[src/rtl/mod_div_pkg.sv]
// rtl/mod_div_pkg.sv - shared widths, state encoding and helpers for mod_div
package mod_div_pkg;

    localparam int DIVIDEND_W = 8;
    localparam int DIVISOR_W  = 4;
    localparam int PREM_W     = 5;
    localparam int ITER_N     = 8;
    localparam int CNT_W      = 3;

    typedef enum logic [1:0] {
        IDLE   = 2'd0,
        CALC   = 2'd1,
        FINISH = 2'd2
    } state_t;

    // Magnitude of a two's-complement value; -2^(W-1) maps to 2^(W-1),
    // which still fits the unsigned W-bit result.
    function automatic logic [DIVIDEND_W-1:0] abs_dividend(input logic [DIVIDEND_W-1:0] v);
        return v[DIVIDEND_W-1] ? (~v + 1'b1) : v;
    endfunction

    function automatic logic [DIVISOR_W-1:0] abs_divisor(input logic [DIVISOR_W-1:0] v);
        return v[DIVISOR_W-1] ? (~v + 1'b1) : v;
    endfunction

endpackage

[src/rtl/mod_div_step.sv]
// rtl/mod_div_step.sv - one combinational restoring shift/subtract step
//
// Ports:
//   prem      - current partial remainder (always < dvs, so its MSB is 0)
//   bit_in    - next dividend bit shifted into the partial remainder
//   dvs       - unsigned divisor magnitude
//   prem_next - partial remainder after this step
//   q_bit     - quotient bit produced by this step
module mod_div_step
    import mod_div_pkg::*;
(
    input  logic [PREM_W-1:0]    prem,
    input  logic                 bit_in,
    input  logic [DIVISOR_W-1:0] dvs,
    output logic [PREM_W-1:0]    prem_next,
    output logic                 q_bit
);

    logic [PREM_W-1:0] shifted;
    logic [PREM_W-1:0] dvs_ext;
    logic [PREM_W-1:0] diff;

    always_comb begin
        shifted   = {prem[PREM_W-2:0], bit_in};
        dvs_ext   = {1'b0, dvs};
        diff      = shifted - dvs_ext;
        q_bit     = (shifted >= dvs_ext);
        prem_next = q_bit ? diff : shifted;
    end

endmodule

[src/rtl/mod_div.sv]
// rtl/mod_div.sv - 8-bit by 4-bit signed sequential divider, truncating toward zero
//
// Ports:
//   clock, reset_n - rising-edge clock, asynchronous active-low reset
//   start          - level request, sampled only while idle
//   dividend       - signed 8-bit dividend
//   divisor        - signed 4-bit divisor
//   quotient       - signed 8-bit quotient (registered, held until next done)
//   remainder      - signed 4-bit remainder (registered, held until next done)
//   busy           - operation in progress
//   done           - one-cycle pulse when results update
//   div_zero       - result flag: divisor was zero
//   overflow       - result flag: quotient not representable (-128 / -1)
module mod_div
    import mod_div_pkg::*;
(
    input  logic                  clock,
    input  logic                  reset_n,
    input  logic                  start,
    input  logic [DIVIDEND_W-1:0] dividend,
    input  logic [DIVISOR_W-1:0]  divisor,
    output logic [DIVIDEND_W-1:0] quotient,
    output logic [DIVISOR_W-1:0]  remainder,
    output logic                  busy,
    output logic                  done,
    output logic                  div_zero,
    output logic                  overflow
);

    state_t state;
    state_t next_state;

    logic [CNT_W-1:0]      cnt;
    // Holds |dividend| at capture; dividend bits shift out of the top while
    // quotient bits shift in at the bottom.
    logic [DIVIDEND_W-1:0] q_reg;
    logic [PREM_W-1:0]     prem;
    logic [DIVISOR_W-1:0]  dvs_mag;
    logic                  q_neg;
    logic                  r_neg;
    logic                  dz_reg;

    logic [PREM_W-1:0]     prem_next;
    logic                  q_bit;
    logic                  divisor_zero;

    assign divisor_zero = (divisor == '0);
    assign busy         = (state != IDLE);

    mod_div_step u_step (
        .prem      (prem),
        .bit_in    (q_reg[DIVIDEND_W-1]),
        .dvs       (dvs_mag),
        .prem_next (prem_next),
        .q_bit     (q_bit)
    );

    always_ff @(posedge clock or negedge reset_n) begin
        if (!reset_n) begin
            state <= IDLE;
        end else begin
            state <= next_state;
        end
    end

    always_comb begin
        next_state = state;
        case (state)
            IDLE: begin
                if (start) begin
                    // A zero divisor skips the iterations entirely.
                    next_state = divisor_zero ? FINISH : CALC;
                end
            end
            CALC: begin
                if (cnt == '0) begin
                    next_state = FINISH;
                end
            end
            FINISH:  next_state = IDLE;
            default: next_state = IDLE;
        endcase
    end

    always_ff @(posedge clock or negedge reset_n) begin
        if (!reset_n) begin
            cnt       <= '0;
            q_reg     <= '0;
            prem      <= '0;
            dvs_mag   <= '0;
            q_neg     <= 1'b0;
            r_neg     <= 1'b0;
            dz_reg    <= 1'b0;
            quotient  <= '0;
            remainder <= '0;
            done      <= 1'b0;
            div_zero  <= 1'b0;
            overflow  <= 1'b0;
        end else begin
            done <= 1'b0;
            case (state)
                IDLE: begin
                    if (start) begin
                        cnt     <= CNT_W'(ITER_N - 1);
                        q_reg   <= abs_dividend(dividend);
                        dvs_mag <= abs_divisor(divisor);
                        q_neg   <= dividend[DIVIDEND_W-1] ^ divisor[DIVISOR_W-1];
                        r_neg   <= dividend[DIVIDEND_W-1];
                        dz_reg  <= divisor_zero;
                        // On divide-by-zero the raw low nibble is the reported remainder.
                        prem    <= divisor_zero ? {1'b0, dividend[DIVISOR_W-1:0]} : '0;
                    end
                end
                CALC: begin
                    prem  <= prem_next;
                    q_reg <= {q_reg[DIVIDEND_W-2:0], q_bit};
                    cnt   <= cnt - 1'b1;
                end
                FINISH: begin
                    done <= 1'b1;
                    if (dz_reg) begin
                        quotient  <= '1;
                        remainder <= prem[DIVISOR_W-1:0];
                        div_zero  <= 1'b1;
                        overflow  <= 1'b0;
                    end else begin
                        quotient  <= q_neg ? (~q_reg + 1'b1) : q_reg;
                        remainder <= r_neg ? (~prem[DIVISOR_W-1:0] + 1'b1) : prem[DIVISOR_W-1:0];
                        div_zero  <= 1'b0;
                        // Magnitude 128 is only legal when the result is negative.
                        overflow  <= q_reg[DIVIDEND_W-1] & ~q_neg;
                    end
                end
                default: ;
            endcase
        end
    end

endmodule

[config.mk]
export PLATFORM = sky130hd
export DESIGN_NAME = mod_div
export DESIGN_NICKNAME = d
export VERILOG_FILES = /design/src/rtl/mod_div_pkg.sv /design/src/rtl/mod_div_step.sv /design/src/rtl/mod_div.sv
export SDC_FILE = /design/constraint.sdc
export NUM_CORES = 1
export LEC_CHECK = 0
export CAP_MARGIN = 20
export CORE_MARGIN = 8
export CORE_UTILIZATION = 55
export CTS_BUF_LIST = sky130_fd_sc_hd__clkbuf_16
export DETAILED_ROUTE_END_ITERATION = 10
export GPL_ROUTABILITY_DRIVEN = 0
export PLACE_DENSITY_LB_ADDON = 0.12
export SYNTH_ARGS = -nofsm -noshare
export SYNTH_HDL_FRONTEND = slang
export SYNTH_SLANG_ARGS = --single-unit
export TNS_END_PERCENT = 20
[constraint.sdc]
create_clock -name clock -period 3.6 [get_ports clock]
set_input_delay 0.36 -clock clock [delete_from_list [all_inputs] [get_ports clock]]
set_output_delay 0.36 -clock clock [all_outputs]
set_load 0.02 [all_outputs]
==> summary.md <==
| Metric | Value |
|---|---|
| Clock Tree Buf Depth | `2` |
| Fin Hold WS | `0.198 ns` |
| Net Sw Frac | `0.415` |
| Hold_buf cts | `0` |
| Post-synthesis mux area share | `0.0174` |
| DR pass1 iterations | `4` |
| Flops & latches, synth | `39` |
| Async S/R FF share, synth | `1.00` |
| RSZ-0062 raised after global routing | `no` |
| Lkg Pwr | `1.20 nW` |
| WP buf/inv | `1` |
| Die footprint | `6510 sq um` |
| Die Width | `80.7 um` |
| Reg area | `976 sq um` |
| Clock share of power | `0.160` |
| Reg2reg path depth | `4` |
| Avg Inst Size Synth | `between 9 and 10 sq um` |
| Worst reg2reg endpoint | `prem[2]$_DFFE_PN0P_` |
| Sink Count | `39` |
| Fin. max-slew vios | `0` |
| Internal power | `1.51 mW` |
| Core Rows | `23` |
| # IOs | `31` |
| Post-synthesis share of cell area spent on xor and xnor gates | `0.0571` |
| Worst R2R Start | `state[0]$_DFFE_PN0P_` |
| Total wire length | `5.31 mm` |
| Cell Chain, Critical Path | `or2_1, clkdlybuf4s50_1` |
| Post-Syn Nets | `272` |
| Antenna Nets Post-Route | `0` |
| Sequential cell area fraction in the yosys report | `0.424` |
| Ys Warns | `0` |
| Most common cell after layout, fill and taps aside | `dfrtp_1` |
| All-Layer GR Usage | `0.179` |
| CP max FO | `16` |
| Vias/cell | `5.98` |
| Synth Area in Simple Gates | `0.151` |
| Crit. End Element | `primary output` |
| Layout area overhead | `19.6%` |
| Worst reg2reg setup slack | `1.61 ns` |
| Largest net degree at the start of global routing | `40` |
| CP Data Required Time | `3.24 ns` |
| Synth Instances | `246` |
| Antenna diodes | `0` |
| Fmax | `457 MHz` |
| Layout cells sized above 1 | `0.0582` |
| CP Class | `flip-flop to primary output` |
| Die Y | `80.7 um` |
| Slowest stage delay, CP | `0.67 ns` |
| Adder-Cell Fraction of Synth Area | `0.0630` |
| Max capacitance violation total | `0` |
| Setup bufs post-CTS | `0` |
| Slew HR | `0.421` |
| CTS Buf Count | `5` |
| HP Class | `primary input to asynchronous set/reset pin` |
| Final setup TNS | `0 ns` |
| Logic pwr share | `0.513` |
| WP data arrival | `1.83 ns` |
| First-pass GRT wire length | `slightly above 9 mm` |
| Status | `completed` |
| Critical path depth | `2` |
| Compound-Gate Fraction of Synth Area | `0.229` |
| Initial Utilization | `0.571` |
| CP max stage cell | `dfrtp_1` |
| Worst VDD drop | `380 uV` |
| Fin crit period | `2.19 ns` |
| Flop pwr share | `0.327` |
| CORE AREA | `~4000 sq um` |
| Vias in the first global route | `1894` |
| Crit path launch type | `flip-flop` |
| PD cells | `about 940 nW/um^2` |
| Cell variety after synth | `49` |
| Clock Latency Late Sink | `0.28 ns` |
| Fin crit share | `0.608` |
| Post-synth EDFFs | `0` |
| Initial antenna violation count | `0` |
| Crit. Startpoint | `state[0]$_DFFE_PN0P_` |
| Fin. Hold Viols | `0` |
| H-tree levels | `2` |
| Crit-path leading delay family | `flip-flops` |
| Final HPWL DP | `3.91 mm` |
| # fillers | `354` |
| Slew @ Worst Pin | `0.868 ns` |
| Gr ovfl total | `0` |
| CTS tree | `yes` |
| Combinational family with the most area after synthesis | `compound AO/OA/AOI/OAI gates` |
| I/O Buffers | `30` |
| Residual DRC | `0` |
| Iter 0 DRT Violations | `97` |
| Cell area after synthesis | `2300 sq um` |
| Most frequent cells in the layout | `dfrtp_1 (39), clkdlybuf4s50_1 (29), inv_1 (23), nor2_1 (23), nand2_1 (20)` |
| NetSw | `1.07 mW` |
| PostCTS Resize Cnt | `0` |
| Per-cell routed wire length | `16.3 um` |
| Fin nets | `301` |
| CTS root buffer | `clkbuf_16` |
| Area taken by multi-input logic gates | `1190 sq um` |
| Synth Flop Type | `dfrtp_1` |
| Final setup viols | `0` |
| Vias | `1942` |
| Max Clock Skew | `0.00326 ns` |
| Reg clk slew, reported paths | `0.06 ns` |
## cell type report
cell class	instances	area share
timing repair buffer	31	0.110
sequential	39	0.355
multi-input combinational	175	0.433
clock inverter	2	0.00318
clock buffer	5	0.0455
tap	50	0.0227
inverter	23	0.0314
## logic make-up (layout without fill, tap and decap cells)
family / Yosys count / after routing
muxes: 4 / 4
xor gates and xnor gates: 15 / 15
DFF: 39 / 39
AOI/OAI and AO/OA: 76 / 76
adders and majority gates: 11 / 11
buffers and inverters: 32 / 61
and+or+nand+nor: 69 / 69
## synthesized netlist by cell type (2+ instances only)
cell type | instances | area share
a21boi_0 | 2 | 0.0065
a21oi_1 | 13 | 0.028
a22oi_1 | 8 | 0.026
a311o_1 | 2 | 0.0087
a31oi_1 | 8 | 0.022
a32oi_1 | 4 | 0.015
buf_2 | 6 | 0.013
clkbuf_1 | 2 | 0.0033
dfrtp_1 | 39 | 0.42
ha_1 | 10 | 0.054
inv_1 | 23 | 0.037
mux2i_1 | 4 | 0.017
nand2_1 | 20 | 0.033
nand2b_1 | 4 | 0.011
nor2_1 | 23 | 0.037
nor2b_1 | 2 | 0.0054
nor3_1 | 5 | 0.011
o211ai_1 | 2 | 0.0065
o21ai_0 | 19 | 0.041
o21bai_1 | 2 | 0.0065
o22ai_1 | 5 | 0.014
o31ai_1 | 2 | 0.0065
or2_1 | 2 | 0.0054
xnor2_1 | 11 | 0.042
xor2_1 | 4 | 0.015
## metal layers
layer / part of all wire / vias up / routed length [um] / global-route usage
met2: 0.46 / 74 / 2430 / 0.282
met5: 0 / - / 0 / 0
met3: 0.078 / 7 / 413 / 0.0368
met4: 0.013 / 0 / 70 / 0.0679
met1: 0.45 / 928 / 2390 / 0.236
li1: - / 933 / - / -
## worst max path at each step
stage	end	slack (ns)
6_report	busy	1.41
3_5_place_dp	prem[2]$_DFFE_PN0P_	1.50
2_1_floorplan	prem[0]$_DFFE_PN0P_	1.86
5_1_grt	busy	1.32
3_3_place_gp	q_reg[4]$_DFFE_PN0P_	1.55
4_1_cts	busy	1.41
## stage by stage
stage	setup WS (ns)	util	cell area [sq um]	power (mW)	instances
2_1_floorplan	1.86	-	2300	1.78	246
3_3_place_gp	1.55	0.650	2620	2.13	318
3_5_place_dp	1.50	0.650	2620	2.18	318
4_1_cts	1.41	0.683	2750	2.60	325
5_1_grt	1.32	0.683	2750	2.80	325
6_report	1.41	0.683	2750	2.59	325
## power groups by stage
stage          registers [mW]  logic (mW)  clock network [mW]
2_1_floorplan           0.864       0.911                   0
3_3_place_gp            0.847        1.29                   0
3_5_place_dp            0.854        1.32                   0
4_1_cts                 0.846        1.34               0.415
5_1_grt                 0.886        1.48               0.435
6_report                0.847        1.33               0.413
## worst reg2reg max path: stages (launching register included)
cell	delay, ns
dfrtp_1	0.57
or2_1	0.36
nor2_1	0.62
a31oi_1	0.20
mux2i_1	0.16
(Power assumes the default switching activity.)
